## src/rtl/uart_tx.sv

```systemverilog
// 8N1 UART transmitter with a small transmit FIFO in front of the shifter.
// Define UART_TX_PARITY_EN to insert an even-parity bit between data and stop.
`timescale 1ns/1ps
module uart_tx #(
   parameter int BAUD_DIV   = 434,
   parameter int FIFO_DEPTH = 4
) (
   input  logic                          clk,
   input  logic                          reset,
   input  logic [7:0]                    tx_data,
   input  logic                          tx_valid,
   output logic                          tx_ready,
   output logic                          txd,
   output logic                          busy,
   output logic [$clog2(FIFO_DEPTH):0]   fifo_count
);

   localparam int AW = $clog2(FIFO_DEPTH);
   localparam int CW = AW + 1;
   localparam logic [CW-1:0] DEPTH_C   = CW'(FIFO_DEPTH);
   localparam logic [15:0]   BAUD_LAST = 16'(BAUD_DIV - 1);

`ifdef UART_TX_PARITY_EN
   typedef enum logic [2:0] {
      IDLE   = 3'd0,
      START  = 3'd1,
      DATA   = 3'd2,
      PARITY = 3'd3,
      STOP   = 3'd4
   } state_t;
`else
   typedef enum logic [2:0] {
      IDLE  = 3'd0,
      START = 3'd1,
      DATA  = 3'd2,
      STOP  = 3'd4
   } state_t;
`endif

   logic [7:0]    mem [FIFO_DEPTH];
   logic [AW-1:0] wr_ptr;
   logic [AW-1:0] rd_ptr;
   logic [CW-1:0] count;
   logic [7:0]    head;
   logic          push;
   logic          pop;

   state_t        state;
   state_t        state_nxt;
   logic [15:0]   baud_cnt;
   logic [15:0]   baud_cnt_nxt;
   logic [2:0]    bit_idx;
   logic [2:0]    bit_idx_nxt;
   logic          txd_nxt;
   logic [7:0]    shift;
   logic          load;
   logic          shift_en;
   logic          bit_end;
`ifdef UART_TX_PARITY_EN
   logic          par;
`endif

   // A full FIFO refuses writes even when the shifter pops in the same cycle.
   assign tx_ready   = (count < DEPTH_C);
   assign push       = tx_valid && tx_ready;
   assign head       = mem[rd_ptr];
   assign fifo_count = count;
   assign busy       = (state != IDLE) || (count != '0);
   assign bit_end    = (baud_cnt == BAUD_LAST);

   always_ff @(posedge clk or posedge reset) begin
      if (reset) begin
         wr_ptr <= '0;
         rd_ptr <= '0;
         count  <= '0;
      end else begin
         if (push) wr_ptr <= wr_ptr + 1'b1;
         if (pop)  rd_ptr <= rd_ptr + 1'b1;
         count <= count + CW'(push) - CW'(pop);
      end
   end

   always_ff @(posedge clk) begin
      if (push) mem[wr_ptr] <= tx_data;
   end

   always_ff @(posedge clk or posedge reset) begin
      if (reset) begin
         state    <= IDLE;
         baud_cnt <= '0;
         bit_idx  <= '0;
         txd      <= 1'b1;
      end else begin
         state    <= state_nxt;
         baud_cnt <= baud_cnt_nxt;
         bit_idx  <= bit_idx_nxt;
         txd      <= txd_nxt;
      end
   end

   // The shifter holds the latched byte; later tx_data changes never reach it.
   always_ff @(posedge clk) begin
      if (load) begin
         shift <= head;
`ifdef UART_TX_PARITY_EN
         par   <= ^head;
`endif
      end else if (shift_en) begin
         shift <= {1'b0, shift[7:1]};
      end
   end

   always_comb begin
      state_nxt    = state;
      baud_cnt_nxt = baud_cnt + 16'd1;
      bit_idx_nxt  = bit_idx;
      txd_nxt      = txd;
      pop          = 1'b0;
      load         = 1'b0;
      shift_en     = 1'b0;
      case (state)
         IDLE: begin
            baud_cnt_nxt = '0;
            txd_nxt      = 1'b1;
            if (count != '0) begin
               pop       = 1'b1;
               load      = 1'b1;
               state_nxt = START;
               txd_nxt   = 1'b0;
            end
         end
         START: begin
            if (bit_end) begin
               baud_cnt_nxt = '0;
               state_nxt    = DATA;
               txd_nxt      = shift[0];
               shift_en     = 1'b1;
            end
         end
         DATA: begin
            if (bit_end) begin
               baud_cnt_nxt = '0;
               if (bit_idx == 3'd7) begin
                  bit_idx_nxt = '0;
`ifdef UART_TX_PARITY_EN
                  state_nxt   = PARITY;
                  txd_nxt     = par;
`else
                  state_nxt   = STOP;
                  txd_nxt     = 1'b1;
`endif
               end else begin
                  bit_idx_nxt = bit_idx + 3'd1;
                  txd_nxt     = shift[0];
                  shift_en    = 1'b1;
               end
            end
         end
`ifdef UART_TX_PARITY_EN
         PARITY: begin
            if (bit_end) begin
               baud_cnt_nxt = '0;
               state_nxt    = STOP;
               txd_nxt      = 1'b1;
            end
         end
`endif
         STOP: begin
            if (bit_end) begin
               baud_cnt_nxt = '0;
               // Chain straight into the next start bit when more data is queued.
               if (count != '0) begin
                  pop       = 1'b1;
                  load      = 1'b1;
                  state_nxt = START;
                  txd_nxt   = 1'b0;
               end else begin
                  state_nxt = IDLE;
                  txd_nxt   = 1'b1;
               end
            end
         end
         default: begin
            state_nxt    = IDLE;
            baud_cnt_nxt = '0;
            bit_idx_nxt  = '0;
            txd_nxt      = 1'b1;
         end
      endcase
   end

endmodule
```

## config.mk

```make
export PLATFORM = sky130hd
export DESIGN_NAME = uart_tx
export DESIGN_NICKNAME = d
export VERILOG_FILES = /design/src/rtl/uart_tx.sv
export SDC_FILE = /design/constraint.sdc
export NUM_CORES = 1
export LEC_CHECK = 0
export BUFFER_PORTS_ARGS = -buffer_cell sky130_fd_sc_hd__buf_2
export CORE_MARGIN = 2
export CORE_UTILIZATION = 60
export CTS_BUF_LIST = sky130_fd_sc_hd__clkbuf_4 sky130_fd_sc_hd__clkbuf_8
export DETAILED_ROUTE_END_ITERATION = 8
export HOLD_SLACK_MARGIN = 0.15
export PLACE_DENSITY = 0.8
export SLEW_MARGIN = 20
export SYNTH_ARGS = -nofsm -noshare
export SYNTH_HDL_FRONTEND = slang
export SYNTH_SLANG_ARGS = --single-unit
```

## constraint.sdc

```tcl
create_clock -name clk -period 3.8 [get_ports clk]
set_input_delay 0.76 -clock clk [delete_from_list [all_inputs] [get_ports clk]]
set_output_delay 0.76 -clock clk [all_outputs]
set_load 0.05 [all_outputs]
```

==> Yosys cells after proc, flatten, opt, wreduce, memory -nomap -nowiden <==
Memories as Yosys holds them, arrays and structs flattened.
Index checks and enable logic that the tools add are counted.
{ "totals": {"ff_bits": 38, "mem_bits_rw": 32, "in_bits": 11, "wordCells": 67, "memories": 1} }
{ "mem_list": {"columns": ["name", "words", "width", "read_ports", "rd_clocked_by_memory_dff", "wr", "line", "rtl"], "rows": [
  ["mem", 4, 8, 1, 0, 1, "40", "logic [7:0] mem [FIFO_DEPTH];"]
]} }
{ "op_classes": {"addsub": 6, "n_lt_le_gt_ge": 1, "n_eq_ne": 10, "muxes": 29, "bitwise_logic": 1, "reduce_logical": 11} }
{ "op_table": {"columns": ["op", "n"], "rows": [
  ["$mux 16", 2],
  ["$mux 3", 7],
  ["$add 16x1->16 const B", 1],
  ["$eq 16x9->1 const B", 1],
  ["$mux 8", 2],
  ["$mux 1", 13],
  ["$pmux 3 s4", 1],
  ["$ne 2x2->1 const B", 5],
  ["$eq 3x3->1 const B", 2],
  ["$pmux 3 s2", 1],
  ["$reduce_bool 3->1", 2],
  ["$reduce_or 3->1", 2],
  ["$reduce_and 5->1", 1],
  ["$add 2x1->2 const B", 2],
  ["$pmux 1 s2", 2],
  ["$pmux 1 s4", 1],
  ["$add 3x1->3", 1],
  ["$add 3x1->3 const B", 1],
  ["$eq 3x1->1 const B", 1],
  ["$eq 3x2->1 const B", 1],
  ["$logic_not 3->1", 1],
  ["$lt 3x3->1 const B", 1],
  ["$reduce_and 3->1", 1],
  ["$sub 3x1->3", 1],
  ["5 further kinds", 5]
]} }

==> Longest topological paths before layout <==
{ "logic_depth": {"depth_word": 6, "depth_mapped": 11, "ltp_nobuf": 10} }

==> Worst setup path before layout <==
Ideal clock, no wire load.
{ "synth_path": {"path_type": "flip-flop to flip-flop", "start": "register baud_cnt[1]", "end": "register count[2] (netlist: fifo_count[2])", "setup_time_ns": 0.124, "arrival_time_ns": 2.646, "slack_ns": 1.030, "path_stages_with_launch": 12, "path_buffers": 1, "path_cell_list": "dfrtp_1 inv_1 ha_1 or4b_4 nor4_4 o21a_4 buf_12 xor2_1 ha_1 fa_1 xnor2_1 xnor2_1"} }
{ "synth_between": {"elab_chain_len": 4} }
{ "synth_lines": {"columns": ["element", "line", "rtl"], "rows": [
  ["start: declaration", "50", "logic [15:0] baud_cnt;"],
  ["start signal: assignment", "95", "baud_cnt <= baud_cnt_nxt;"],
  ["$eq 16x9->1", "69", "assign bit_end = (baud_cnt == BAUD_LAST);"],
  ["$mux 1", "169", "if (bit_end) begin"],
  ["$pmux 1 s2", "121", "case (state)"],
  ["$sub 3x1->3", "79", "count <= count + CW'(push) - CW'(pop);"],
  ["end signal: assignment", "79", null],
  ["end: declaration", "43", "logic [CW-1:0] count;"]
]} }
No other way between the ends.
A chain may end at the register's enable or synchronous reset.

==> Worst setup path after layout <==
Ends and elaborated chain as after synthesis.

==> results summary <==
The run finished with clean final reports. The clock period could shrink to 2950 ps. The cell area after synthesis came out at 3180 um2.

The floorplan has 26 rows. The type of origin of the critical path is a flop. In the synthesized netlist, the number of instances is 227.

The clock-pin slew reported for the worst setup and hold paths after clock tree synthesis is 70 ps. For this design, the slowest cell found on the critical path is or4b_4. The number of sinks driven by the clock tree is 70. The logic depth of the worst register-to-register path is 10. Dividing total power by cell area gives a power density of 482 nW/um2. The transition time at the pin with the least slew margin came out at 626 ps.

The maximum VDD drop is 0.327 mV. The first global-routing pass estimated 9.14 mm of wire. The number of buffers inserted for hold repair after clock tree synthesis came out at 0.

The number of post-CTS setup repair buffers came out at 0. The final antenna-violating net count is 0. The die outline area is 5900 um2.

The final setup violation count is 0. The first-pass detailed-route iteration total is 4. After synthesis, the most frequently instantiated cells are edfxtp_1, dfrtp_1, nor2_1.

0 antenna diodes ended up in the layout. The final layout net count is 270. Headroom to the max-slew limit came out at 0.582.

After legalization and detailed placement, the total HPWL measured 3.61 mm. The number of antenna violations at the first check in global routing came out at 0. The synthesized area per cell came out at 14.0 um2.

The max-cap violation count came out at 0. The width of the die came out at 76.8 um. The number of enable flip-flop cells after synthesis is 40.

The worst-case clock buffer depth came out at 2. During synthesis, Yosys emitted a total of 0 warnings. The routed length per placed instance came out at 16.0 um. The die height is 76.8 um. The number of buffers added on ports came out at 16. Of the total power, the clock network draws 0.293. Once placement completed, the tool counted placed cells totaling 308.

The number of pins with negative max-slew slack in the final report was 0. The largest net degree at the start of global routing is 31. The switching power total is 473 uW. The share of post-route cells with drive strength above 1 is 0.221. The layout overhead on the synthesized area came out at 9.40%.

The starting utilization of the core area came out at 0.623. The number of clock buffers inserted by TritonCTS is 9. The share of flip-flops with an asynchronous set or reset after synthesis came out at 0.429.

The worst hold path belongs to the class in2async. Setup repair after global routing left no endpoint under its margin. Clock tree synthesis selected as its root buffer the cell clkbuf_8.

Hold is met by 485 ps. The largest single stage delay on the critical path is 470 ps. After detailed routing, the number of remaining DRC violations is 0. The relative contribution of combinational cells to total power is 0.160. The routed via count divided by cell count came out at 5.57.

The CTS tree is done. The detailed router's first-iteration violation count is 166. In the final timing run, aggregate negative setup slack is 0 ps.

The maximum operating frequency is 339 MHz. STA classifies the critical path endpoint as a flop. The count of endpoints failing hold in the final timing report is 0. The total number of vias is 1800. The number of H-tree levels came out at 3. The unique cell type count in the Yosys netlist came out at 42.

The endpoint arrival time on the critical path is 3180 ps. The post-route clock skew is 6.70 ps. The switching power as a share of total power came out at 0.282.

The routability congestion estimate came out at 0.849. When the netlist entered floorplanning its net count stood at 248. The number of gates given a new drive strength after cts came out at 0. The aggregate routed wire length is 5.18 mm.

The number of placed I/O pins came out at 17. After layout, the design draws a total of 1.68 mW. The insertion delay of the later-clocked pin in the worst-skew pair is 340 ps. The post-route clock period utilization came out at 0.777.

The number of global-route vias before repair is 1901. Walking the worst path, the cells encountered are inv_1 > ha_1 > or4b_4 > nor4_4 > o21a_4 > xor2_1 > ha_1 > fa_1 > xnor2_1 > xnor2_1. The register-to-register setup slack came out at 850 ps. The total grt overflow came out at 0. Of all nets on the critical path, the largest fanout is 11. At the worst endpoint, the required time is 4020 ps. The critical path start-end classification is reg2reg. For this run, the register share of the synthesized area comes to 0.614.

The total core area is 5110 um2. The proportion of netlist area held by the largest area contributor is 0.378. The relative contribution of sequential cells to total power is 0.547.

For this run, the leading register cell type out of synthesis is edfxtp_1. The leakage power came out at 1.36 nW. edfxtp_1 is the most common cell in the netlist.

The final instance count without filler cells is 323. edfxtp_1 takes more of the synthesized area than any other cell. Internal power comes to 1.20 mW. Sorting the synthesized cells by area gives the leading types as edfxtp_1, dfrtp_1, mux4_2, xnor2_1, ha_1. The aggregate global-route resource usage came out at 0.205. The count of state elements after synthesis came out at 70.
## final timing paths
kind	from	to
max	baud_cnt[1]$_DFF_PP0_	fifo_count[2]$_DFF_PP0_
min in group clk	bit_idx[1]$_DFFE_PP0P_	bit_idx[1]$_DFFE_PP0P_
max in group asynchronous	reset	txd$_DFFE_PP1P_
max reg2reg	baud_cnt[1]$_DFF_PP0_	fifo_count[2]$_DFF_PP0_
min	reset	baud_cnt[7]$_DFF_PP0_
min reg2reg	bit_idx[1]$_DFFE_PP0P_	bit_idx[1]$_DFFE_PP0P_
## layer usage
metal	up-vias	share of wire	global-route usage
met2	42	0.46	0.295
met5	-	0	0
met3	8	0.053	0.0671
li1	869	-	-
met1	881	0.47	0.290
met4	0	0.016	0.0836
## flip-flops by register name (all words and copies together) (netlist names)
register    count
bit_idx         3
shift           8
state           3
baud_cnt       16
fifo_count      3
rd_ptr          2
txd             1
wr_ptr          2
mem            32
## kinds of logic after synthesis
kind of cell	count (synthesis)	share of synthesized area
compound gates	16	0.0389
xor+xnor	21	0.0578
fa+ha+maj	10	0.0417
buf+inv	18	0.0263
flops	70	0.614
mux	16	0.0920
simple gates	76	0.129
## final cells by class
cell class,instances,area [um2]
Tap cell,70,87.6
Fill cell,357,1630
Inverter,11,41.3
Multi-Input combinational cell,139,1140
Timing Repair Buffer,18,95.1
Sequential cell,70,1950
Clock buffer,10,131
Clock inverter,5,27.5
## cells in the final DEF, fill, tap and decap left out, types with 2 or more instances in the layout
cell type	instances
xor2_1	4
nor3_1	10
edfxtp_1	40
ha_1	9
nand2_1	7
nor2_1	27
nor4bb_1	2
nand4_1	4
o211ai_1	2
nand2b_1	2
buf_2	16
mux4_2	8
clkbuf_8	9
buf_4	2
xnor2_1	17
mux2_2	2
inv_1	11
a22o_1	3
o21ai_0	3
and2_1	5
a21oi_1	2
nand3_1	7
nor4_1	3
clkinv_2	4
mux2_4	6
dfrtp_1	29
## through the flow
| stage | util | setup slack, ps | instance area, um2 |
|---|---|---|---|
| 2_1_floorplan | - | 1030 | 3180 |
| 5_1_grt | 0.682 | 644 | 3480 |
| 3_5_place_dp | 0.650 | 833 | 3320 |
| 4_1_cts | 0.682 | 818 | 3480 |
| 3_3_place_gp | 0.650 | 954 | 3320 |
| 6_report | 0.682 | 846 | 3480 |
## power groups by stage
stage	clock network (mW)	logic, mW	registers (mW)
CTS	0.503	0.273	0.919
global route	0.538	0.303	0.926
global placement	0	0.267	0.930
finish	0.491	0.269	0.918
floorplan	0	0.152	0.984
detailed placement	0	0.272	0.935
## worst max-delay path, delay by kind of cell, from the launching register on
family / cells / cell delay, ps
AO/OA/AOI/OAI: 1 / 310
XOR/XNOR: 3 / 370
adder cells (fa/ha/maj): 3 / 740
buffers and inverters: 1 / 70
flip-flops: 1 / 410
AND/OR/NAND/NOR: 2 / 930
Power figures use the tool's default switching activity.
